### config.mk
export PLATFORM = sky130hd
export DESIGN_NAME = game_ctrl_fsm_flat
export DESIGN_NICKNAME = d
export VERILOG_FILES = /design/src/rtl/game_ctrl_fsm_if.sv /design/src/rtl/game_ctrl_fsm.sv /design/src/flat_wrapper.sv
export SDC_FILE = /design/constraint.sdc
export NUM_CORES = 1
export LEC_CHECK = 0
export CAP_MARGIN = 40
export CORE_ASPECT_RATIO = 1.2
export CORE_MARGIN = 2
export CORE_UTILIZATION = 40
export CTS_BUF_LIST = sky130_fd_sc_hd__clkbuf_4
export DETAILED_ROUTE_END_ITERATION = 8
export GPL_TIMING_DRIVEN = 0
export MAX_ROUTING_LAYER = met4
export RECOVER_POWER = 25
export REMOVE_ABC_BUFFERS = 1
export SLEW_MARGIN = 20
export SYNTH_ARGS = -nofsm -noshare
export SYNTH_HDL_FRONTEND = slang
export SYNTH_SLANG_ARGS = --single-unit
### constraint.sdc
create_clock -name clk -period 1.96 [get_ports clk]
set_input_delay 0.392 -clock clk [delete_from_list [all_inputs] [get_ports clk]]
set_output_delay 0.392 -clock clk [all_outputs]
set_load 0.005 [all_outputs]
### src/rtl/game_ctrl_fsm_if.sv
`default_nettype none
// +--------------------------------------------------------------------------+
// | game_ctrl_fsm_if : control/status bundle between match FSM and ball side |
// | Rev 1.0                                                                  |
// +--------------------------------------------------------------------------+
interface game_ctrl_fsm_if;
   logic       tick_1ms;
   logic       btn_start;
   logic       btn_pause;
   logic [3:0] p1_score;
   logic [3:0] p2_score;
   logic [1:0] game_state;
   logic [1:0] winner;
   logic       match_clr_n;
   logic       serve_active;

   modport master (
      input  tick_1ms, btn_start, btn_pause, p1_score, p2_score,
      output game_state, winner, match_clr_n, serve_active
   );

   modport slave (
      output tick_1ms, btn_start, btn_pause, p1_score, p2_score,
      input  game_state, winner, match_clr_n, serve_active
   );
endinterface
`default_nettype wire

### src/rtl/game_ctrl_fsm.sv
`default_nettype none
// +--------------------------------------------------------------------------+
// | game_ctrl_fsm : debounced start/pause, IDLE/SERVE/PLAY/PAUSE/OVER control |
// | Rev 1.0                                                                  |
// +--------------------------------------------------------------------------+
module game_ctrl_fsm #(
   parameter int WIN_SCORE   = 7,
   parameter int SERVE_MS    = 1000,
   parameter int DEBOUNCE_MS = 10,
   parameter int CNT_W       = 10
) (
   input  logic            clk,
   input  logic            reset,
   game_ctrl_fsm_if.master bus
);
   localparam logic [2:0] IDLE  = 3'd0;
   localparam logic [2:0] SERVE = 3'd1;
   localparam logic [2:0] PLAY  = 3'd2;
   localparam logic [2:0] PAUSE = 3'd3;
   localparam logic [2:0] OVER  = 3'd4;

   localparam logic [CNT_W-1:0] SERVE_MAX  = CNT_W'(SERVE_MS);
   localparam logic [CNT_W-1:0] SERVE_LAST = CNT_W'(SERVE_MS - 1);
   localparam logic [CNT_W-1:0] DEB_LAST   = CNT_W'(DEBOUNCE_MS - 1);
   localparam logic [3:0]       WIN        = 4'(WIN_SCORE);

   logic [1:0] btn_raw;
   logic [1:0] btn_evt;
   logic       start_evt;
   logic       pause_evt;

   assign btn_raw   = {bus.btn_pause, bus.btn_start};
   assign start_evt = btn_evt[0];
   assign pause_evt = btn_evt[1];

   generate
      for (genvar i = 0; i < 2; i++) begin : g_btn
         logic             sync_a;
         logic             sync_b;
         logic             deb;
         logic             deb_q;
         logic [CNT_W-1:0] cnt;

         // cnt measures how long the synced level has disagreed with the accepted level
         always_ff @(posedge clk or negedge reset) begin
            if (!reset) begin
               sync_a <= 1'b0;
               sync_b <= 1'b0;
               deb    <= 1'b0;
               deb_q  <= 1'b0;
               cnt    <= '0;
            end else begin
               sync_a <= btn_raw[i];
               sync_b <= sync_a;
               deb_q  <= deb;
               if (sync_b == deb) begin
                  cnt <= '0;
               end else if (bus.tick_1ms) begin
                  if (cnt >= DEB_LAST) begin
                     deb <= sync_b;
                     cnt <= '0;
                  end else begin
                     cnt <= cnt + 1'b1;
                  end
               end
            end
         end

         assign btn_evt[i] = deb & ~deb_q;
      end
   endgenerate

   logic [7:0]       score_hist;
   logic             point_evt;
   logic             p1_win;
   logic             p2_win;

   assign point_evt = ({bus.p1_score, bus.p2_score} != score_hist);
   assign p1_win    = (bus.p1_score >= WIN);
   assign p2_win    = (bus.p2_score >= WIN);

   logic [2:0]       state;
   logic [2:0]       state_nxt;
   logic [1:0]       winner_q;
   logic [1:0]       winner_nxt;
   logic             clr_start;
   logic [CNT_W-1:0] serve_cnt;
   logic [1:0]       game_state_q;
   logic             serve_active_q;
   logic             match_clr_n_q;

   always_comb begin
      state_nxt  = state;
      winner_nxt = winner_q;
      clr_start  = 1'b0;
      case (state)
         IDLE: begin
            if (start_evt) begin
               state_nxt = SERVE;
               clr_start = 1'b1;
            end
         end
         SERVE: begin
            if (bus.tick_1ms && (serve_cnt >= SERVE_LAST)) begin
               state_nxt = PLAY;
            end
         end
         PLAY: begin
            if (point_evt) begin
               if (p1_win || p2_win) begin
                  state_nxt  = OVER;
                  winner_nxt = {p2_win, p1_win};
               end else begin
                  state_nxt = SERVE;
               end
            end else if (pause_evt) begin
               state_nxt = PAUSE;
            end
         end
         PAUSE: begin
            if (pause_evt || start_evt) begin
               state_nxt = PLAY;
            end
         end
         OVER: begin
            if (start_evt) begin
               state_nxt  = SERVE;
               clr_start  = 1'b1;
               winner_nxt = 2'b00;
            end
         end
         default: state_nxt = IDLE;
      endcase
   end

   always_ff @(posedge clk or negedge reset) begin
      if (!reset) begin
         state          <= IDLE;
         winner_q       <= 2'b00;
         serve_cnt      <= '0;
         score_hist     <= 8'h00;
         game_state_q   <= 2'b00;
         serve_active_q <= 1'b0;
         match_clr_n_q  <= 1'b1;
      end else begin
         state          <= state_nxt;
         winner_q       <= winner_nxt;
         score_hist     <= {bus.p1_score, bus.p2_score};
         serve_active_q <= (state_nxt == SERVE);

         case (state_nxt)
            PLAY:    game_state_q <= 2'b01;
            PAUSE:   game_state_q <= 2'b10;
            OVER:    game_state_q <= 2'b11;
            default: game_state_q <= 2'b00;
         endcase

         if ((state_nxt == SERVE) && (state != SERVE)) begin
            serve_cnt <= '0;
         end else if ((state == SERVE) && bus.tick_1ms && (serve_cnt < SERVE_MAX)) begin
            serve_cnt <= serve_cnt + 1'b1;
         end

         // released on a tick edge so the ball's ms logic samples exactly one low
         if (clr_start) begin
            match_clr_n_q <= 1'b0;
         end else if (!match_clr_n_q && bus.tick_1ms) begin
            match_clr_n_q <= 1'b1;
         end
      end
   end

   assign bus.game_state   = game_state_q;
   assign bus.winner       = winner_q;
   assign bus.match_clr_n  = match_clr_n_q;
   assign bus.serve_active = serve_active_q;
endmodule
`default_nettype wire

### src/flat_wrapper.sv
// flat-port wrapper written by rule: the top's interface ports become plain ports
module game_ctrl_fsm_flat 
#(
   parameter int WIN_SCORE   = 7,
   parameter int SERVE_MS    = 1000,
   parameter int DEBOUNCE_MS = 10,
   parameter int CNT_W       = 10
)
  (clk, reset, bus_tick_1ms, bus_btn_start, bus_btn_pause, bus_p1_score, bus_p2_score, bus_game_state, bus_winner, bus_match_clr_n, bus_serve_active);
  game_ctrl_fsm_if bus_i ();
  input  logic clk;
  input  logic reset;
  input wire logic [$bits(bus_i.tick_1ms)-1:0] bus_tick_1ms;
  input wire logic [$bits(bus_i.btn_start)-1:0] bus_btn_start;
  input wire logic [$bits(bus_i.btn_pause)-1:0] bus_btn_pause;
  input wire logic [$bits(bus_i.p1_score)-1:0] bus_p1_score;
  input wire logic [$bits(bus_i.p2_score)-1:0] bus_p2_score;
  output wire logic [$bits(bus_i.game_state)-1:0] bus_game_state;
  output wire logic [$bits(bus_i.winner)-1:0] bus_winner;
  output wire logic [$bits(bus_i.match_clr_n)-1:0] bus_match_clr_n;
  output wire logic [$bits(bus_i.serve_active)-1:0] bus_serve_active;
  assign bus_i.tick_1ms = bus_tick_1ms;
  assign bus_i.btn_start = bus_btn_start;
  assign bus_i.btn_pause = bus_btn_pause;
  assign bus_i.p1_score = bus_p1_score;
  assign bus_i.p2_score = bus_p2_score;
  assign bus_game_state = bus_i.game_state;
  assign bus_winner = bus_i.winner;
  assign bus_match_clr_n = bus_i.match_clr_n;
  assign bus_serve_active = bus_i.serve_active;
  game_ctrl_fsm #(.WIN_SCORE(WIN_SCORE), .SERVE_MS(SERVE_MS), .DEBOUNCE_MS(DEBOUNCE_MS), .CNT_W(CNT_W)) u_core (.clk(clk), .reset(reset), .bus(bus_i));
endmodule
==> metrics, run 1 <==
outcome complete, no violations; largest net degree at the start of global routing 56; io pins 19; DR WL/cell 12.7 um; max_slew headroom 12.5%; Final Critical Period 1910 ps; Slew Viols, Final 0; Synth-to-Final Area Change 15.9%; I/O Buffers 18; crit-path max FO 3; total power 1.93 mW; Worst Max-Slew Pin Slew 1310 ps; Core Region 6010 um2; max cap viols 0; period utilization 97.5%; synthesis-stage register bit count 55; hold buffers post-CTS 0; Starting Density 41.3%; pwr dens 670 nW/um2; critical path class in2reg; H-tree Lvls 2; Critical Path Start Type input pin; utilization after layout 47.8%; Die Height 90.3 um; layout cells sized above 1 12.3%; root buffer cell clkbuf_4; DRT iter0 DRCs 72; Routed Antenna Nets 0; Cell Area, Synth 2480 um2; Antenna Cells 0; skew final 8.97 ps; setup_tns 0 ps; CP Buf/Inv Count 2; Fin. Hold Viols 0; Synth cell types 48; RSZ-0062 raised after global routing yes; nets@finish 280; Post-DP HPWL 2900 um; CTS tree built; Top FF cell, synth dfrtp_1; via-per-instance ratio 4.99; Fmax 523 MHz; Max stage delay cell, worst path clkdlybuf4s50_1; DIE AREA 6850 um2; routability cong. 0.798; endpoints failing setup 0; cell count after synthesis 234; Worst-path clk slew 150 ps; Worst Hold Class in2async; Syn Area/Cell 10.6 um2; Required @ worst endpoint 2230 ps; initial antenna violation count 0; Max rail drop VDD 0.297 mV; Worst setup EP type flip-flop; Vias 1706; clk buf depth 2; Top delay family on crit path simple AND/OR/NAND/NOR gates; Remaining Overflow, GRT 0; Arr. time, crit path 2180 ps; total routed wirelength 4340 um; cell leakage power 1.33 nW; yosys warns 0; sequential area share after synthesis 55.5%; CTS buffer count 5; residual DRC count 0; row count 31; First-pass DRT Iterations 4; number of global-route vias before repair 1763; Clock Latency Late Sink 370 ps; cells on worst reg2reg path 6; WP depth 8; number of synthesized flops with an enable pin 0; asr flop ratio synth 100%; worst path cell trace clkdlybuf4s50_1 > xor2_1 > nor4_2 > nand2_1 > or4_1 > and3b_2 > inv_2 > o21ai_1; Total GRT Usage 14.7%; Sink Count 55; first-pass GRT wire length 7740 um; die width 75.9 um; CP max stage delay 460 ps
-- worst paths after layout --
check	slack, ps	to	from
worst max-delay path	50	u_core.bus.game_state[0]	bus_p2_score[3]
worst min-delay path	280	u_core.g_btn[1].cnt[6]	reset
worst max register to register	70	u_core.g_btn[1].deb	u_core.g_btn[1].cnt[0]
worst min register to register	370	u_core.g_btn[1].sync_b	u_core.g_btn[1].sync_a
max in group asynchronous	800	u_core.state[0]	reset
min in group clk	310	u_core.score_hist[6]	bus_p1_score[2]
-- state kept, by name (all words and copies together) (netlist names) --
signal / cells
u_core.g_btn.cnt: 20
u_core.serve_cnt: 10
u_core.score_hist: 8
u_core.state: 3
u_core.bus.game_state: 2
u_core.bus.winner: 2
u_core.g_btn.deb: 2
u_core.g_btn.deb_q: 2
u_core.g_btn.sync_a: 2
u_core.g_btn.sync_b: 2
u_core.bus.match_clr_n: 1
u_core.bus.serve_active: 1
-- synthesized netlist by cell type (2+ instances only) --
master,instances,area (um2)
nand4_1,5,31.3
a31oi_1,4,25.0
inv_1,11,41.3
xor2_1,17,149
nor3_1,3,15.0
nor4_2,2,25.0
and3_1,2,12.5
xnor2_1,5,43.8
dfrtp_1,54,1350
o21ai_0,2,10.0
and2_1,4,25.0
nand3_1,9,45.0
or2_1,2,12.5
nand2b_1,5,31.3
buf_2,2,10.0
o32ai_1,2,17.5
or4_1,3,22.5
a21oi_1,10,50.1
clkbuf_1,2,7.51
nand2_1,16,60.1
and4_1,2,17.5
nor2b_1,2,12.5
or3_1,3,18.8
ha_1,7,87.6
nor2_1,36,135
mux2_1,2,22.5
-- layout by cell type (no fill, tap or decap), types with 5 or more instances in the layout --
cell,n
buf_4,5
ha_1,7
dfrtp_1,52
inv_1,11
nand2_1,16
nand3_1,9
dlygate4sd2_1,5
nor2_1,36
xnor2_1,5
xor2_1,17
clkbuf_4,5
clkdlybuf4s50_1,9
a21oi_1,10
nand4_1,5
-- kinds of logic after synthesis --
group	synth area share, %
AO/OA/AOI/OAI	8.07
multiplexers	1.31
flip-flops	55.5
XOR/XNOR	7.77
AND/OR/NAND/NOR	21.3
adder cells (fa/ha/maj)	3.53
buffers and inverters	2.52
-- through the flow --
stage | instances | worst slack [ps] | instance area [um2] | hold slack [ps]
final | 342 | 48.3 | 2880 | 277
after global routing | 342 | -57.0 | 2880 | 303
after CTS | 340 | 1.62 | 2860 | 54.5
after detailed placement | 330 | -677 | 2740 | 339
after global placement | 330 | -1240 | 2750 | 334
after floorplan | 230 | 47.8 | 2460 | 96.4
-- per-layer routing --
layer	part of all wire, %	global-route usage, %	vias to the layer above
met5	0	-	-
met4	1.0	4.24	0
met3	3.2	3.35	6
met2	50	22.8	27
met1	45	19.1	829
li1	-	-	844
-- area by class of cell --
cell class                      count  area (um2)
Fill cell                         571        3140
Sequential cell                    55        1380
Multi-Input combinational cell    163        1070
Timing Repair Buffer               23         201
Tap cell                           82         103
Inverter                           12        45.0
Clock buffer                        5        37.5
Clock inverter                      2        37.5
-- power breakdown --
part / switching, mW / total (mW) / internal (mW)
Clock: 0.346 / 0.608 / 0.262
Combinational: 0.0797 / 0.138 / 0.0586
Sequential: 0.0178 / 1.18 / 1.16
Total: 0.444 / 1.93 / 1.48
-- what timing repair did --
item / in CTS / in global routing
gates resized for setup: 13 / 3
endpoints found under the setup margin: 9 / 9
pin swaps: 5 / 4
setup buffers: 3 / 2
No activity file was read; power rests on OpenSTA's default activity.
==> run 2: changes to the inputs <==
--- a/config.mk
+++ b/config.mk
@@ -15,6 +15,7 @@
 export MAX_ROUTING_LAYER = met4
 export RECOVER_POWER = 25
 export REMOVE_ABC_BUFFERS = 1
+export SKIP_LAST_GASP = 1
 export SLEW_MARGIN = 20
 export SYNTH_ARGS = -nofsm -noshare
 export SYNTH_HDL_FRONTEND = slang
==> run 2 against run 1 <==
  * Wire length is 0.44% lower
  * Fmax is 0.25% lower
  * Largest cell class unchanged
  * Combinational power hardly changed
  * Sequential share of layout area is 0.083 points lower
  * Largest power group unchanged
  * Total power hardly changed
==> metrics, run 2 (synthesis gave the netlist of run 1 again) <==
outcome complete, no violations; Sink Count 55 (unchanged); setup_tns 0 ps (unchanged); initial antenna violation count 0 (unchanged); Required @ worst endpoint 2230 ps (about the same); Routed Antenna Nets 0 (unchanged); most frequent cells in the layout dfrtp_1, nor2_1, xor2_1; NetSw 0.442 mW (-0.46%); root buffer cell clkbuf_4; Critical Path Start Type input pin; worst path cell trace clkdlybuf4s50_1 > xor2_1 > nor4_2 > nand2_1 > or4_1 > and3b_2 > inv_2 > o21ai_1; CTS buffer count 5 (unchanged); residual DRC count 0 (unchanged); CP Buf/Inv Count 2 (unchanged); Vias 1689 (-1.0%); Top delay family on crit path simple AND/OR/NAND/NOR gates; Die Height 90.3 um (unchanged); max_slew headroom 11.9% (-0.58 points); leading cell type in the layout, fill and taps excluded dfrtp_1; I/O Buffers 18 (unchanged); via-per-instance ratio 4.94 (-1.0%); cells on worst reg2reg path 7 (+1); cell leakage power 1.33 nW (about the same); total routed wirelength 4320 um (-0.44%); top flop regs u_core.g_btn.cnt (20), u_core.serve_cnt (10), u_core.score_hist (8); CP Launch Point bus_p2_score[3]; Starting Density 41.3% (unchanged); fill count 569 (-0.35%); WP depth 8 (unchanged); switch share 22.9% (-0.089 points); first-pass GRT wire length 7740 um (unchanged); Antenna Cells 0 (unchanged); nets@finish 280 (unchanged); Worst setup EP type flip-flop; worst r2r src u_core.score_hist[6]; clk buf depth 2 (unchanged); row count 31 (unchanged); storage element area 1380 um2 (unchanged); combinational share of power 7.2% (about the same); Worst Hold Class in2async; number of global-route vias before repair 1763 (unchanged); crit-path max FO 3 (unchanged); RSZ-0062 raised after global routing yes; multi-input combinational cell area 1080 um2 (+0.47%); met1 track demand over resource 19.1% (unchanged); First-pass DRT Iterations 4 (unchanged); CTS tree built; Total GRT Usage 14.7% (unchanged); Final Critical Period 1920 ps (+4.76 ps); Arr. time, crit path 2190 ps (about the same); largest net degree at the start of global routing 56 (unchanged); endpoints failing setup 0 (unchanged); grt peak-use layer met2; Slew Viols, Final 0 (unchanged); layout cells sized above 1 13.1% (+0.77 points); part of the power in registers 61.3% (about the same); Max rail drop VDD 0.296 mV (-0.38%); CP max stage delay 460 ps (about the same); max cap viols 0 (unchanged); DIE AREA 6850 um2 (unchanged); Largest Register u_core.g_btn.cnt; Max stage delay cell, worst path clkdlybuf4s50_1; skew final 9.32 ps (+0.351 ps); met3 Usage GRT 3.35% (unchanged); pwr dens 668 nW/um2 (-0.25%); die width 75.9 um (unchanged); Clk pwr share 31.5% (about the same); Crit Reg-Reg Endpoint u_core.bus.game_state[0]; period utilization 97.8% (+0.24 points); final worst setup slack 43.6 ps (-4.76 ps); FF-to-FF setup slack 70 ps (about the same); critical path class in2reg; DRT iter0 DRCs 56 (-22%); Remaining Overflow, GRT 0 (unchanged); max FFs per register 20 (unchanged); Synth-to-Final Area Change 16.1%; H-tree Lvls 2 (unchanged); Fmax 522 MHz (-0.25%); routability cong. 0.798 (unchanged); Clock Latency Late Sink 370 ps (about the same); pre-CTS setup slack -677 ps (unchanged); Core Region 6010 um2 (unchanged); utilization after layout 47.9% (+0.083 points); Fin. Hold Viols 0 (unchanged); Worst-path clk slew 150 ps (about the same); Power Internal 1.48 mW (about the same); Post-DP HPWL 2900 um (unchanged); Setup crit end u_core.bus.game_state[0]; DR WL/cell 12.6 um (-0.44%); Worst Max-Slew Pin Slew 1320 ps (+8.74 ps); grt met2 use 22.8% (unchanged); hold buffers post-CTS 0 (unchanged); io pins 19 (unchanged)
==> run 2: worst reg2reg max path, cell delays in order (launching register included) <==
cell and delay [ps]:
dfrtp_1 400, xor2_1 160, nor4_2 330, nand2_1 150, or4_1 400, and3b_2 240, inv_2 60, o21ai_1 50
==> run 2: power by group through the flow <==
stage | clock network (mW) | logic, mW | registers (mW)
3_5_place_dp | 0 | 0.145 | 1.20
4_1_cts | 0.638 | 0.143 | 1.18
3_3_place_gp | 0 | 0.144 | 1.20
5_1_grt | 0.679 | 0.164 | 1.18
2_1_floorplan | 0 | 0.0634 | 1.20
6_report | 0.606 | 0.139 | 1.18
==> run 2: final cells by class <==
| cell class | count | area share, % |
|---|---|---|
| timing repair buffer | 23 | 6.99 |
| clock inverter | 2 | 1.30 |
| clock buffer | 5 | 1.30 |
| sequential | 55 | 47.9 |
| tap | 82 | 3.56 |
| multi-input combinational | 163 | 37.4 |
| inverter | 12 | 1.56 |
==> run 2: metal layers <==
layer	part of all wire [%]	routed length (um)
met5	0	0
met4	1.3	56
met3	2.8	120
met2	50	2160
met1	46	1990
==> run 2: metrics by stage <==
stage	total power, mW	instance area [um2]	cells	hold slack [ps]
2_1_floorplan	1.26	2460	230	96.4
3_3_place_gp	1.34	2750	330	334
3_5_place_dp	1.35	2740	330	339
4_1_cts	1.96	2860	340	54.5
5_1_grt	2.03	2880	342	303
6_report	1.93	2880	342	273
==> run 2: worst min path at each step <==
| stage | start | endpoint | slack (ps) | cells past startpoint |
|---|---|---|---|---|
| after global routing | bus_p2_score[0] | u_core.score_hist[0] | 300 | 1 |
| after CTS | reset | u_core.g_btn[1].cnt[3] | 50 | 1 |
| after global placement | u_core.g_btn[1].sync_a | u_core.g_btn[1].sync_b | 330 | 0 |
| final | reset | u_core.g_btn[1].cnt[6] | 270 | 1 |
| after detailed placement | u_core.g_btn[1].sync_a | u_core.g_btn[1].sync_b | 340 | 0 |
| after floorplan | reset | u_core.bus.game_state[0] | 100 | 0 |
==> run 2: repair_timing <==
item / 4_1_cts / 5_1_grt
pin swaps: 5 / 5
endpoints found under the setup margin: 9 / 7
resized for setup: 11 / 7
buffers inserted: 3 / 2
